`src/rtl/branch_pc_unit.sv`:
```
// Fetch PC sequencer: sequential fetch, taken-branch/jump redirects with a
// fixed-length IF/ID flush window, and a sticky trap on misaligned targets.
module branch_pc_unit #(
  parameter logic [31:0] RESET_PC     = 32'h0000_0000,
  parameter int          FLUSH_CYCLES = 2
) (
  input  logic        CLK,
  input  logic        RSTn,
  input  logic        Stall,
  input  logic        ExValid,
  input  logic        Branch,
  input  logic [2:0]  jump,
  input  logic        Zero,
  input  logic [31:0] AluResult,
  input  logic [31:0] ExPC,
  input  logic [31:0] Imm,
  output logic [31:0] PC,
  output logic        FetchValid,
  output logic        Flush,
  output logic        MisalignErr,
  output logic [15:0] RedirectCnt
);

  localparam logic [2:0] JUMP_JALR  = 3'd7;
  localparam logic [2:0] FLUSH_INIT = 3'(FLUSH_CYCLES - 1);

  typedef enum logic [1:0] {IDLE, RUN, FLUSH, TRAP} state_t;

  state_t      state_q, state_d;
  logic [31:0] pc_q, pc_d;
  logic        fetch_valid_q, fetch_valid_d;
  logic        flush_q, flush_d;
  logic        misalign_q, misalign_d;
  logic [15:0] redirect_cnt_q, redirect_cnt_d;
  logic [2:0]  flush_cnt_q, flush_cnt_d;

  logic        taken;
  logic [31:0] target;
  logic [31:0] pc_seq;

  always_comb begin
    taken  = ExValid & Branch & Zero;
    // jalr supplies a word address, so it is scaled back to bytes.
    target = (jump == JUMP_JALR) ? (AluResult << 2) : (ExPC + Imm);
    pc_seq = Stall ? pc_q : (pc_q + 32'd4);
  end

  always_comb begin
    state_d        = state_q;
    pc_d           = pc_q;
    fetch_valid_d  = fetch_valid_q;
    flush_d        = flush_q;
    misalign_d     = misalign_q;
    redirect_cnt_d = redirect_cnt_q;
    flush_cnt_d    = flush_cnt_q;
    case (state_q)
      IDLE: begin
        state_d       = RUN;
        fetch_valid_d = 1'b1;
      end
      RUN: begin
        if (taken && target[1:0] == 2'b00) begin
          pc_d        = target;
          state_d     = FLUSH;
          flush_d     = 1'b1;
          flush_cnt_d = FLUSH_INIT;
          if (redirect_cnt_q != 16'hFFFF)
            redirect_cnt_d = redirect_cnt_q + 16'd1;
        end else if (taken) begin
          state_d       = TRAP;
          misalign_d    = 1'b1;
          fetch_valid_d = 1'b0;
        end else begin
          pc_d = pc_seq;
        end
      end
      FLUSH: begin
        pc_d = pc_seq;
        if (flush_cnt_q == 3'd0) begin
          state_d = RUN;
          flush_d = 1'b0;
        end else begin
          flush_cnt_d = flush_cnt_q - 3'd1;
        end
      end
      TRAP: begin
        fetch_valid_d = 1'b0;
        misalign_d    = 1'b1;
      end
      default: state_d = IDLE;
    endcase
  end

  always_ff @(posedge CLK or negedge RSTn) begin
    if (!RSTn) begin
      state_q        <= IDLE;
      pc_q           <= RESET_PC;
      fetch_valid_q  <= 1'b0;
      flush_q        <= 1'b0;
      misalign_q     <= 1'b0;
      redirect_cnt_q <= 16'd0;
      flush_cnt_q    <= 3'd0;
    end else begin
      state_q        <= state_d;
      pc_q           <= pc_d;
      fetch_valid_q  <= fetch_valid_d;
      flush_q        <= flush_d;
      misalign_q     <= misalign_d;
      redirect_cnt_q <= redirect_cnt_d;
      flush_cnt_q    <= flush_cnt_d;
    end
  end

  assign PC          = pc_q;
  assign FetchValid  = fetch_valid_q;
  assign Flush       = flush_q;
  assign MisalignErr = misalign_q;
  assign RedirectCnt = redirect_cnt_q;

endmodule
```
`config.mk`:
```
export PLATFORM = sky130hd
export DESIGN_NAME = branch_pc_unit
export DESIGN_NICKNAME = d
export VERILOG_FILES = /design/src/rtl/branch_pc_unit.sv
export SDC_FILE = /design/constraint.sdc
export NUM_CORES = 1
export LEC_CHECK = 0
export BUFFER_PORTS_ARGS = -buffer_cell sky130_fd_sc_hd__buf_2
export CAP_MARGIN = 10
export CORE_MARGIN = 2
export CORE_UTILIZATION = 53
export CTS_CLUSTER_DIAMETER = 150
export DETAILED_ROUTE_END_ITERATION = 10
export PLACE_DENSITY = 0.82
export SYNTH_ARGS = -nofsm -noshare
export SYNTH_HDL_FRONTEND = slang
export SYNTH_SLANG_ARGS = --single-unit
```
`constraint.sdc`:
```
create_clock -name CLK -period 2.7 [get_ports CLK]
set_input_delay 0.675 -clock CLK [delete_from_list [all_inputs] [get_ports CLK]]
set_output_delay 0.675 -clock CLK [all_outputs]
set_load 0.01 [all_outputs]
```
# --- Yosys cells after proc, flatten, opt, wreduce, memory -nomap -nowiden ---
# Index checks and enable logic that the tools add are counted.
classes:
  add_sub_neg: 4
  n_eq_ne: 12
  n_mux: 21
  n_bitwise: 2
  reduce_logical: 15
op_table:
  columns: ["op", "n"]
  rows:
  - ["$mux W32", 4]
  - ["$pmux W32 S2", 1]
  - ["$add A32 B3 Y32 const B", 1]
  - ["$add A32 B32 Y32", 1]
  - ["$reduce_and A3 Y1", 6]
  - ["$add A16 B1 Y16 const B", 1]
  - ["$ne A16 B16 Y1 const B", 1]
  - ["$ne A2 B2 Y1 const B", 5]
  - ["$mux W1", 6]
  - ["$mux W2", 3]
  - ["$mux W3", 2]
  - ["$ne A3 B3 Y1 const B", 2]
  - ["$pmux W2 S3", 1]
  - ["$pmux W3 S2", 1]
  - ["$reduce_bool A3 Y1", 2]
  - ["$eq A2 B2 Y1 const B", 2]
  - ["$logic_not A2 Y1", 2]
  - ["$pmux W1 S2", 2]
  - ["$reduce_bool A2 Y1", 2]
  - ["$eq A3 B3 Y1 const B", 1]
  - ["$logic_not A3 Y1", 1]
  - ["$pmux W1 S3", 1]
  - ["$sub A3 B1 Y3 const B", 1]
  - ["$and A1 B1 Y1", 2]
  - ["other kinds (3)", 3]
word_totals:
  ff_bits: 56
  in_bits: 105
  output_inout_bits: 51
  word_cells: 61

# --- Logic depth before layout (Yosys ltp) ---
depth:
  ltp_word: 6
  ltp_mapped: 12
  ltp_nobuf: 12

# --- Worst setup path after synthesis ---
# No wires, ideal clock.
synth_timing:
  kind: "input-to-reg"
  from: "in ExPC[0]"
  to: "reg pc_q[30] (netlist: PC[30])"
  setup_ns: 0.122
  arrival_time_ns: 2.876
  required_ns: 2.578
  setup_slack_ns: -0.298
  cell_stages: 12
  path_buffers: 0
  cell_sequence: "ha_1 inv_1 fa_1 nand2b_1 a21o_1 a2111oi_2 o211ai_2 a31oi_1 a221o_1 a211oi_2 mux2i_1 nor3_2"
synth_between:
  elab_chain_cells: 6
  elab_cells_between_ends: 8
  classes_between: "1 x add/sub; 1 x eq/ne; 3 x mux; 3 x reduce/logical"
synth_rtl:
  columns: ["item", "line", "source"]
  rows:
  - ["from (decl)", "15", "input logic [31:0] ExPC,"]
  - ["$add A32 B32 Y32 (*)", "44", "target = (jump == JUMP_JALR) ? (AluResult << 2) : (ExPC + Imm);"]
  - ["$mux W32 (*)", "44", null]
  - ["$logic_not A2 Y1", "62", "if (taken && target[1:0] == 2'b00) begin"]
  - ["$logic_and A1 B1 Y1", "62", null]
  - ["$mux W32 / $ne A3 B3 Y1 (equally long branches)", null, null]
  - ["$pmux W32 S2 / $reduce_and A2 Y1 (equally long branches)", null, null]
  - ["to (signal assigned)", "105", "pc_q <= pc_d;"]
  - ["to (decl)", "30", "logic [31:0] pc_q, pc_d;"]
# Mark *: on every way between the ends. The rest lies on a longest branch, timed or not.
# A chain may end at the register's enable or synchronous reset.

# --- Worst setup path after layout ---
layout_timing:
  from: "in ExPC[0]"
  to: "reg pc_q[18] (netlist: PC[18])"
# The elaborated chain is that of the path after synthesis.

==> results.cfg <==
[yosys]
synth_area_um2 = 5106
netlist_instances = 653
ys_warn_count = 0
synth_flop_cell = dfrtp_1
synth-seq-cells = 56
yosysUniqueCellTypes = 68
yosysTopAreaCell = dfrtp_1
yosys.area.top_type_share_pct = 27.44
synth.area.top_cells = dfrtp_1, ha_1, a21oi_1
syn_avg_cell_area_um2 = 7.820
async_reset_ff_share_pct = 100.0
syn_nets = 797
synth_edf_count = 0
seq_area_frac_synth_pct = 27.44

[timing]
fmax_ghz = 0.3563
rsz0062_at_grt = yes
setup_viol = 7
worst_slack_ns = -0.1070
max_slew_margin_pct = 61.38
worstMarginPinSlew_ns = 0.5792
hold_viol = 0
fin_crit_ns = 2.807
final.setup_skew_ns = 0.007204
fin_crit_sh_pct = 104.0
report.final.slew_viol_count = 0

[detailed_routing]
drt-total-wl_mm = 16.11
drt_iter0_markers = 376
wire_per_inst_um = 15.89
vias = 5963
ant_nets = 0
vias_per_cell = 5.881
dr.pass1.iters = 5
drc = 0

[layout]
final_nets = 1028
drive_above_1_share_pct = 36.05
syn_to_final_growth_pct = 39.23
diodes = 0

[worst_setup_path]
crit_start = ExPC[0]
regToRegSetupSlack_ns = 0.32
setup.worst_path.class = primary input to register
reg2reg_from = PC[2]
crit_path_end_kind = register
r2r_cells = 9
worstSetupStartpointType = primary input
path_max_fanout = 3
crit_required_ns = 2.91
r2r_end = PC[30]
arrival_ns = 3.02
endpoint = PC[18]

[clock_network]
cts_buffer_depth = 2
cts_buffers = 5
clock_latency_ns = 0.31
cts_max_level = 2
clk_pin_slew_ns = 0.11
cts_tree = done
cts_root_buf = clkbuf_8
postCtsHoldBufs = 0
cts.sinks = 56

[flow_run]
drv_cap = 0

[power]
leakage_nw = 3.371
pwr_density_cell_nw_per_um2 = 616.9
power.total_w = 0.004386
peakVddDrop_v = 0.0003660

[global_routing]
grt_pass1_wl_mm = 25.83
grt_max_degree = 33
grt_usage_pct = 30.41
grt_pass1_vias = 5650
grt.overflow.total = 0
antenna_found_initial = 0

[placed_design]
place.gp.congestion = 0.9260
portBuffers = 153
dp_hpwl_mm = 12.51
dpl_worst_slack_ns = -0.4727

[floorplanning]
start_util_pct = 55.00
row_count = 35
die_h_um = 102.2
ios = 156
die-area_um2 = 10440
dieWidth_um = 102.2
core_um2 = 9284

[run_status]
status = finished with violations
violations = negative setup slack

[hold_path]
hold_path_class = primary input to async pin
==> cell type report <==
cell class                      instances  area, um2
Clock buffer                            5      68.82
Clock inverter                          3      23.77
Fill cell                             680       2175
Inverter                               24      90.09
Multi-Input combinational cell        544       3785
Sequential cell                        56       1401
Tap cell                              129      161.4
Timing Repair Buffer                  253       1579
==> cells by family after synthesis <==
kind of cell	after synthesis	share of synthesized area [%]
AO/OA/AOI/OAI	221	27.96
XOR/XNOR	41	7.033
adder cells (fa/ha/maj)	39	9.704
buffers and inverters	53	3.945
flip-flops	56	27.44
multiplexers	5	1.005
AND/OR/NAND/NOR	238	22.91
==> Yosys cell counts (5+ instances only) <==
library cell and instances:
ha_1 38, o22ai_1 15, nor2b_1 5, clkbuf_1 26, or3_1 5, xnor2_1 28, o21ai_0 29, xor2_1 13
nand2b_1 8, nand3_1 31, nand4_1 19, nor2_1 59, a31oi_1 17, a211oi_1 7, inv_1 22, o21ai_1 7
nor3_1 17, and3_1 9, nand2_1 66, a21o_1 18, dfrtp_1 56, a21oi_1 82
==> cells in the final DEF (no fill, tap or decap), types with 6 or more instances in the layout <==
master	netlist	layout
a31oi_1	17	15
nor3_1	17	16
a211oi_1	7	6
ha_4	0	8
ha_1	38	30
xnor2_1	28	28
dfrtp_1	56	56
buf_4	0	96
and3_1	9	9
inv_1	22	21
nand3_1	31	30
o21ai_0	29	28
xor2_1	13	13
nor2_1	59	57
a21oi_1	82	77
nand4_1	19	19
nand2_1	66	65
buf_2	2	151
o21ai_1	7	6
a21o_1	18	18
o22ai_1	15	14
==> what timing repair did <==
action,4_1_cts,5_1_grt
setup endpoints to repair,14,31
pin swaps,8,35
setup buffers,1,9
gates resized for setup,10,20
==> critical path, stage by stage <==
cell	delay [ns]
buf_6	0.07
ha_4	0.13
inv_2	0.03
fa_2	0.34
nand2b_4	0.15
a21o_1	0.21
a2111oi_4	0.39
o211ai_2	0.16
buf_4	0.17
nand2_2	0.06
a21oi_2	0.05
xor2_1	0.19
a21oi_2	0.08
a221o_1	0.32
==> layer usage <==
metal	routed length (um)	global-route usage [%]	up-vias	part of all wire, %
met2	7928	53.24	260	49
li1	-	-	2863	-
met1	6683	38.54	2801	41
met5	0	0	-	0
met4	408	9.128	0	2.5
met3	1092	5.062	39	6.8
==> through the flow <==
stage	utilization (%)	TNS [ns]	instance area, um2	hold slack (ns)	cells
2_1_floorplan	-	-0.6005	5210	0.3794	653
5_1_grt	76.58	-0.8675	7109	0.3730	1014
3_3_place_gp	72.82	-9.639	6760	0.4584	997
6_report	76.58	-0.2638	7109	0.3485	1014
4_1_cts	74.56	-0.1476	6922	0.3522	1006
3_5_place_dp	72.82	-11.61	6760	0.4550	997
==> sequential cells by signal, indices dropped and copies added (netlist names) <==
signal / count
MisalignErr: 1
FetchValid: 1
flush_cnt_q: 3
PC: 32
state_q: 2
Flush: 1
RedirectCnt: 16
==> worst min-delay path by stage <==
stage / start / endpoint / slack [ns] / cells past startpoint
after floorplan: RSTn / FetchValid / 0.38 / 0
after global placement: MisalignErr / MisalignErr / 0.46 / 2
after detailed placement: MisalignErr / MisalignErr / 0.46 / 2
after CTS: RSTn / PC[1] / 0.35 / 1
after global routing: RSTn / PC[1] / 0.37 / 1
final: RSTn / PC[1] / 0.35 / 1
==> power breakdown <==
group          switching (W)  internal (W)
Clock               0.000291      0.000185
Sequential          0.000369       0.00111
Combinational        0.00136       0.00107
Total                0.00202       0.00237
No activity file was read; power rests on OpenSTA's default activity.
